### config.mk
export PLATFORM = sky130hd
export DESIGN_NAME = bus_select_reg_flat
export DESIGN_NICKNAME = d
export VERILOG_FILES = /design/src/rtl/bus_select_reg_if.sv /design/src/rtl/bus_select_reg.sv /design/src/flat_wrapper.sv
export SDC_FILE = /design/constraint.sdc
export NUM_CORES = 1
export LEC_CHECK = 0
export ABC_CLOCK_PERIOD_IN_PS = 3900
export CELL_PAD_IN_SITES_DETAIL_PLACEMENT = 2
export CELL_PAD_IN_SITES_GLOBAL_PLACEMENT = 2
export CORE_AREA = 2 2 326 328
export DETAILED_ROUTE_END_ITERATION = 7
export DIE_AREA = 0 0 328 330
export GPL_TIMING_DRIVEN = 1
export PLACE_DENSITY = 0.53
export SYNTH_ARGS = -nofsm -noshare
export SYNTH_HDL_FRONTEND = slang
export SYNTH_SLANG_ARGS = --single-unit
### constraint.sdc
create_clock -name clock -period 3.9 [get_ports clock]
set_input_delay 0.78 -clock clock [delete_from_list [all_inputs] [get_ports clock]]
set_output_delay 0.78 -clock clock [all_outputs]
set_load 0.01 [all_outputs]
### src/rtl/bus_select_reg_if.sv
// ============================================================================
// Module      : bus_select_reg_if
// Description : Bus-source bundle for bus_select_reg. Carries the flattened
//               source words, the per-source out strobes, the stall input
//               and the registered bus results.
//   master : drives src_data, src_out, hold; observes the bus outputs
//   slave  : the selector itself
// Revision    : 1.0 - initial release
// ============================================================================
`default_nettype none

interface bus_select_reg_if #(
    parameter int WIDTH = 32,
    parameter int N_SRC = 24,
    parameter int SELW  = $clog2(N_SRC)
);
    logic [N_SRC*WIDTH-1:0] src_data;
    logic [N_SRC-1:0]       src_out;
    logic                   hold;
    logic [WIDTH-1:0]       bus_out;
    logic                   bus_valid;
    logic [SELW-1:0]        bus_sel;
    logic                   conflict;
    logic [15:0]            conflict_count;

    modport master (
        output src_data, src_out, hold,
        input  bus_out, bus_valid, bus_sel, conflict, conflict_count
    );

    modport slave (
        input  src_data, src_out, hold,
        output bus_out, bus_valid, bus_sel, conflict, conflict_count
    );
endinterface

`default_nettype wire

### src/rtl/bus_select_reg.sv
// ============================================================================
// Module      : bus_select_reg
// Description : Registered N-to-1 bus selector driven by one-per-source out
//               strobes. Simultaneous strobes are resolved by fixed priority
//               (lowest index) or round-robin; the winner is registered onto
//               the bus. Idle cycles either hold or zero the bus, and strobe
//               conflicts are flagged and counted (saturating).
// Ports       :
//   clock : rising-edge clock
//   clear : synchronous active-high reset, dominates everything
//   bif   : slave side of bus_select_reg_if
//           (src_data, src_out, hold in; bus_out, bus_valid, bus_sel,
//            conflict, conflict_count out)
// Revision    : 1.0 - initial release
// ============================================================================
`default_nettype none

module bus_select_reg #(
    parameter int WIDTH     = 32,
    parameter int N_SRC     = 24,
    parameter int PRIO_MODE = 0,
    parameter int HOLD_EN   = 1
) (
    input  wire logic        clock,
    input  wire logic        clear,
    bus_select_reg_if.slave  bif
);
    localparam int SELW = $clog2(N_SRC);
    localparam logic [N_SRC-1:0] c_one = {{(N_SRC-1){1'b0}}, 1'b1};

    logic [WIDTH-1:0] r_bus_out;
    logic             r_bus_valid;
    logic [SELW-1:0]  r_bus_sel;
    logic             r_conflict;
    logic [15:0]      r_conflict_count;
    logic [SELW-1:0]  r_rr_ptr;

    logic             w_lo_found;
    logic [SELW-1:0]  w_lo_idx;
    logic             w_hi_found;
    logic [SELW-1:0]  w_hi_idx;
    logic [SELW-1:0]  w_grant_idx;
    logic             w_any;
    logic             w_multi;
    logic [WIDTH-1:0] w_grant_word;
    logic [SELW-1:0]  w_rr_next;

    // Downward scan so the last hit is the lowest index. w_lo_* is the lowest
    // set strobe overall; w_hi_* is the lowest set strobe at or above the
    // round-robin pointer. If nothing lies at/above the pointer, the search
    // wraps, which is exactly the lowest set strobe overall.
    always_comb begin
        w_lo_found = 1'b0;
        w_lo_idx   = '0;
        w_hi_found = 1'b0;
        w_hi_idx   = '0;
        for (int i = N_SRC - 1; i >= 0; i--) begin
            if (bif.src_out[i]) begin
                w_lo_found = 1'b1;
                w_lo_idx   = SELW'(i);
                if (i >= int'(r_rr_ptr)) begin
                    w_hi_found = 1'b1;
                    w_hi_idx   = SELW'(i);
                end
            end
        end
    end

    assign w_grant_idx  = ((PRIO_MODE != 0) && w_hi_found) ? w_hi_idx : w_lo_idx;
    assign w_any        = w_lo_found;
    // Clearing the lowest set bit leaves something only if two or more were set.
    assign w_multi      = |(bif.src_out & (bif.src_out - c_one));
    assign w_grant_word = bif.src_data[int'(w_grant_idx)*WIDTH +: WIDTH];
    assign w_rr_next    = (w_grant_idx == SELW'(N_SRC - 1)) ? '0 : w_grant_idx + 1'b1;

    always_ff @(posedge clock) begin
        if (clear) begin
            r_bus_out        <= '0;
            r_bus_valid      <= 1'b0;
            r_bus_sel        <= '0;
            r_conflict       <= 1'b0;
            r_conflict_count <= '0;
            r_rr_ptr         <= '0;
        end else if (!bif.hold) begin
            r_conflict <= w_multi;
            if (w_multi && (r_conflict_count != 16'hFFFF)) begin
                r_conflict_count <= r_conflict_count + 16'd1;
            end
            if (w_any) begin
                r_bus_out   <= w_grant_word;
                r_bus_sel   <= w_grant_idx;
                r_bus_valid <= 1'b1;
                if (PRIO_MODE != 0) begin
                    r_rr_ptr <= w_rr_next;
                end
            end else begin
                r_bus_valid <= 1'b0;
                if (HOLD_EN == 0) begin
                    r_bus_out <= '0;
                end
            end
        end
    end

    assign bif.bus_out        = r_bus_out;
    assign bif.bus_valid      = r_bus_valid;
    assign bif.bus_sel        = r_bus_sel;
    assign bif.conflict       = r_conflict;
    assign bif.conflict_count = r_conflict_count;

endmodule

`default_nettype wire

### src/flat_wrapper.sv
// flat-port wrapper written by rule: the top's interface ports become plain ports
module bus_select_reg_flat 
#(
    parameter int WIDTH     = 32,
    parameter int N_SRC     = 24,
    parameter int PRIO_MODE = 0,
    parameter int HOLD_EN   = 1
)
  (clock, clear, bif_src_data, bif_src_out, bif_hold, bif_bus_out, bif_bus_valid, bif_bus_sel, bif_conflict, bif_conflict_count);
  bus_select_reg_if #(.WIDTH(WIDTH), .N_SRC(N_SRC)) bif_i ();
  input  wire logic clock;
  input  wire logic clear;
  input wire logic [$bits(bif_i.src_data)-1:0] bif_src_data;
  input wire logic [$bits(bif_i.src_out)-1:0] bif_src_out;
  input wire logic [$bits(bif_i.hold)-1:0] bif_hold;
  output wire logic [$bits(bif_i.bus_out)-1:0] bif_bus_out;
  output wire logic [$bits(bif_i.bus_valid)-1:0] bif_bus_valid;
  output wire logic [$bits(bif_i.bus_sel)-1:0] bif_bus_sel;
  output wire logic [$bits(bif_i.conflict)-1:0] bif_conflict;
  output wire logic [$bits(bif_i.conflict_count)-1:0] bif_conflict_count;
  assign bif_i.src_data = bif_src_data;
  assign bif_i.src_out = bif_src_out;
  assign bif_i.hold = bif_hold;
  assign bif_bus_out = bif_i.bus_out;
  assign bif_bus_valid = bif_i.bus_valid;
  assign bif_bus_sel = bif_i.bus_sel;
  assign bif_conflict = bif_i.conflict;
  assign bif_conflict_count = bif_i.conflict_count;
  bus_select_reg #(.WIDTH(WIDTH), .N_SRC(N_SRC), .PRIO_MODE(PRIO_MODE), .HOLD_EN(HOLD_EN)) u_core (.clock(clock), .clear(clear), .bif(bif_i));
endmodule
==> metrics.md <==
| Metric | Value |
|---|---|
| Synth cell count leaders | 268 x nand2_1, 99 x clkbuf_1, 91 x mux2i_1, 91 x nor2_1, 84 x nand3_1 |
| Post-Route WL | 103,300 um |
| Ys async rst share | 0 |
| DP Area | 21,710 sq um |
| Status | finished clean |
| CTS Sinks | 55 |
| Synth Instances | around 1.4k |
| Fin area | 21,970 sq um |
| Max Buffers Root-to-Sink | 2 |
| Post-detail-place hpwl | 88,240 um |
| Crit path time final | approximately 3.8 ns |
| CP Class | primary input to flop |
| WL/cell | 27.87 um |
| NumNets Final | 3,093 |
| Final Skew | 0.003987 ns |
| CTS clk-pin slew, worst paths | ~0.090 ns |
| Routing usage on met1 | 0.2307 |
| Period utilization | 0.9687 |
| Die area | ~110,000 sq um |
| Max Clk Rate | 0.2647 GHz |
| Number of warnings issued by yosys | 0 |
| Initial antenna violation count | 38 |
| Adder-Cell Fraction of Synth Area | 0.005529 |
| Clk Latency, worst-skew pair | 0.35 ns |
| Setup violators final | 0 |
| Initial DRC Count | 865 |
| Final Util | 0.2099 |
| Vias post-DR | 15.52k |
| RSZ-0062 raised after global routing | false |
| Global route hottest layer | met2 |
| Met3 usage | 0.04606 |
| Fill cells | 12.09k |
| Largest net degree at the start of global routing | 105 |
| Power Dens Cells | 156.3 nW/um^2 |
| Area fraction in and, or, nand and nor cells after synthesis | 0.2898 |
| Max_cap viols | 0 |
| H-tree depth | 2 |
| IO Count | 850 |
| Hold_ws | 0.4630 ns |
| Core Footprint | 104,700 sq um |
| Maximum vdd drop | 0.0001808 V |
| Slew Limit Headroom | 0.5062 |
| Synth top area share | 0.1435 |
| Row count | ~120 |
| Xor/xnor cell area share of the yosys netlist | 0 |
| Slew @ Worst Pin | roughly 0.73 ns |
| Number of global-route vias before repair | 17.79k |
| Top-count cell post-synth | nand2_1 |
| GRT Total Usage | 0.1831 |
| Synth-to-layout area growth | 125.8% |
| Most used flip-flop cell after synthesis | dfxtp_1 |
| Multi-input logic area | roughly 8000 sq um |
| Synth top area cells | mux4_2 14%, dfxtp_1 11%, nand2_1 10%, mux2i_1 9.4%, nand3_1 4.3% |
| Grt total ovfl | 0 |
| Pleak | 7.909 nW |
| GR Util met2 | 0.3087 |
| Worst min-delay path class | flop to flop |
| Max Transition Viols Final | 0 |
| Max FO, Critical Path | 11 |
| CTS Buf Count | 5 |
| Number of routed nets with antenna violations | 0 |
| Port-buffer cells | 849 |
| Complex-gate fraction of the synthesized area | 0.2714 |
| Post-synthesis sequential area ratio | 0.1132 |
| Share of cells above drive strength 1 | 0.1466 |
| DR pass1 iterations | 7 |
| Post-synth EDFFs | 0 |
| Crit end category | flop |
| Biggest area consumer among synthesized cells | mux4_2 |
| Mapped Area | 9731 sq um |
| Initial Util | 0.09296 |
| Chip Width | 328 um |
| Final-report hold violation count | 0 |
| Mean post-synth cell area | 7.144 sq um |
| Yosys reg bits | between 50 and 60 |
| Crit path required time | 4.14 ns |
| Startpoint types | primary input |
| Largest family of logic cells by synthesized area | simple AND/OR/NAND/NOR gates |
| First-pass GRT wire length | 139,900 um |
| Post-route DRC | 0 |
| Die Ht | between 300 and 400 um |
| Via density | 4.187 |
| CTS root buffer | clkbuf_16 |
| Cell variety after synth | between 60 and 70 |
| CTS tree | yes |
| Mux cell area share after synthesis | 0.2572 |
| Worst EP arrival | 4.02 ns |
| Syn_nets | approximately 2.2k |
| Post-CTS Setup Bufs | 0 |
| GP Congestion | 0.8715 |
| FF/Latch Area | 1101 sq um |
cell families (layout without fill, tap and decap cells):
group	count (synthesis)	in the layout
buf+inv	154	1090
other cells	0	18
mux	168	168
simple gates	596	596
fa+ha+maj	5	5
flops	55	55
compound gates	384	384
power by group:
part / total (mW) / switching, mW / leakage [nW] / internal, mW
combinational: 2.22 / 0.941 / 7.39 / 1.28
sequential: 0.627 / 0.0307 / 0.453 / 0.596
clock: 0.586 / 0.338 / 0.0709 / 0.247
total: 3.43 / 1.31 / 7.91 / 2.12
per-layer routing:
layer / up-vias / wire [um] / part of all wire
li1: 7086 / - / -
met4: 20 / 2267 / 0.022
met2: 620 / 49340 / 0.48
met5: - / 132 / 0.0013
met3: 97 / 6884 / 0.067
met1: 7698 / 44680 / 0.43
sequential cells by signal, summed over array words and instances, names as in the netlist:
name and count:
u_core.bif.conflict_count 16, u_core.bif.conflict 1, u_core.bif.bus_out 32, u_core.bif.bus_sel 5, u_core.bif.bus_valid 1
cell type report:
cell class / instances / share of cell area
Antenna cell: 18 / 0.002050
Clock buffer: 5 / 0.005695
Clock inverter: 3 / 0.001139
Inverter: 20 / 0.003417
Multi-Input combinational cell: 1153 / 0.3738
Sequential cell: 55 / 0.05012
Tap cell: 1391 / 0.07922
Timing Repair Buffer: 1062 / 0.4846
final timing paths:
| kind | startpoint | end | slack (ns) | depth (start not counted) |
|---|---|---|---|---|
| max reg2reg | u_core.bif.conflict_count[0] | u_core.bif.conflict_count[5] | 1.48 | 7 |
| min | u_core.bif.bus_valid | u_core.bif.bus_valid | 0.46 | 2 |
| min reg2reg | u_core.bif.bus_valid | u_core.bif.bus_valid | 0.46 | 2 |
| max | bif_src_out[5] | u_core.bif.conflict_count[6] | 0.12 | 10 |
worst max-delay path, cell delays in order:
cell	delay, ns
clkdlybuf4s50_1	0.45
or4_1	0.58
or4_4	0.57
or3_1	0.35
maj3_2	0.30
o32ai_1	0.13
and4_1	0.30
buf_12	0.15
nor3_1	0.07
mux2_4	0.32
cell usage in the layout (no fill, tap or decap), types with 11 or more instances in the layout:
| cell type | n |
|---|---|
| diode_2 | 18 |
| o311ai_0 | 18 |
| nor2_1 | 85 |
| buf_4 | 170 |
| a211o_1 | 14 |
| a21oi_1 | 57 |
| nand3b_1 | 36 |
| a31oi_1 | 33 |
| buf_12 | 44 |
| inv_1 | 20 |
| nand2_1 | 268 |
| mux4_2 | 62 |
| o22ai_1 | 20 |
| mux2i_1 | 91 |
| a22o_1 | 20 |
| a41oi_1 | 11 |
| o21ai_0 | 70 |
| clkdlybuf4s50_1 | 847 |
| a311oi_1 | 31 |
| o21a_1 | 13 |
| dfxtp_1 | 55 |
| nand4b_1 | 16 |
| o211ai_1 | 24 |
| nand3_1 | 83 |
| nor2b_1 | 33 |
| a32oi_1 | 18 |
timing repair:
item / in CTS / in global routing
hold buffers: 0 / 0
setup endpoints to repair: 5 / 17
resized for setup: 1 / 11
pin swaps: 0 / 1
hold endpoints to repair: 0 / 0
through the flow:
| stage | setup WS, ns | power (mW) | TNS (ns) | instances |
|---|---|---|---|---|
| final | 0.1219 | 3.433 | 0 | 3707 |
| after global routing | 0.02382 | 3.657 | 0 | 3705 |
| after CTS | 0.02169 | 3.533 | 0 | 3689 |
| after detailed placement | -0.4428 | 2.877 | -13.00 | 3681 |
| after global placement | -0.4084 | 2.861 | -9.948 | 3681 |
| after floorplan | 0.3371 | 1.307 | 0 | 1362 |
Power figures use the tool's default switching activity.
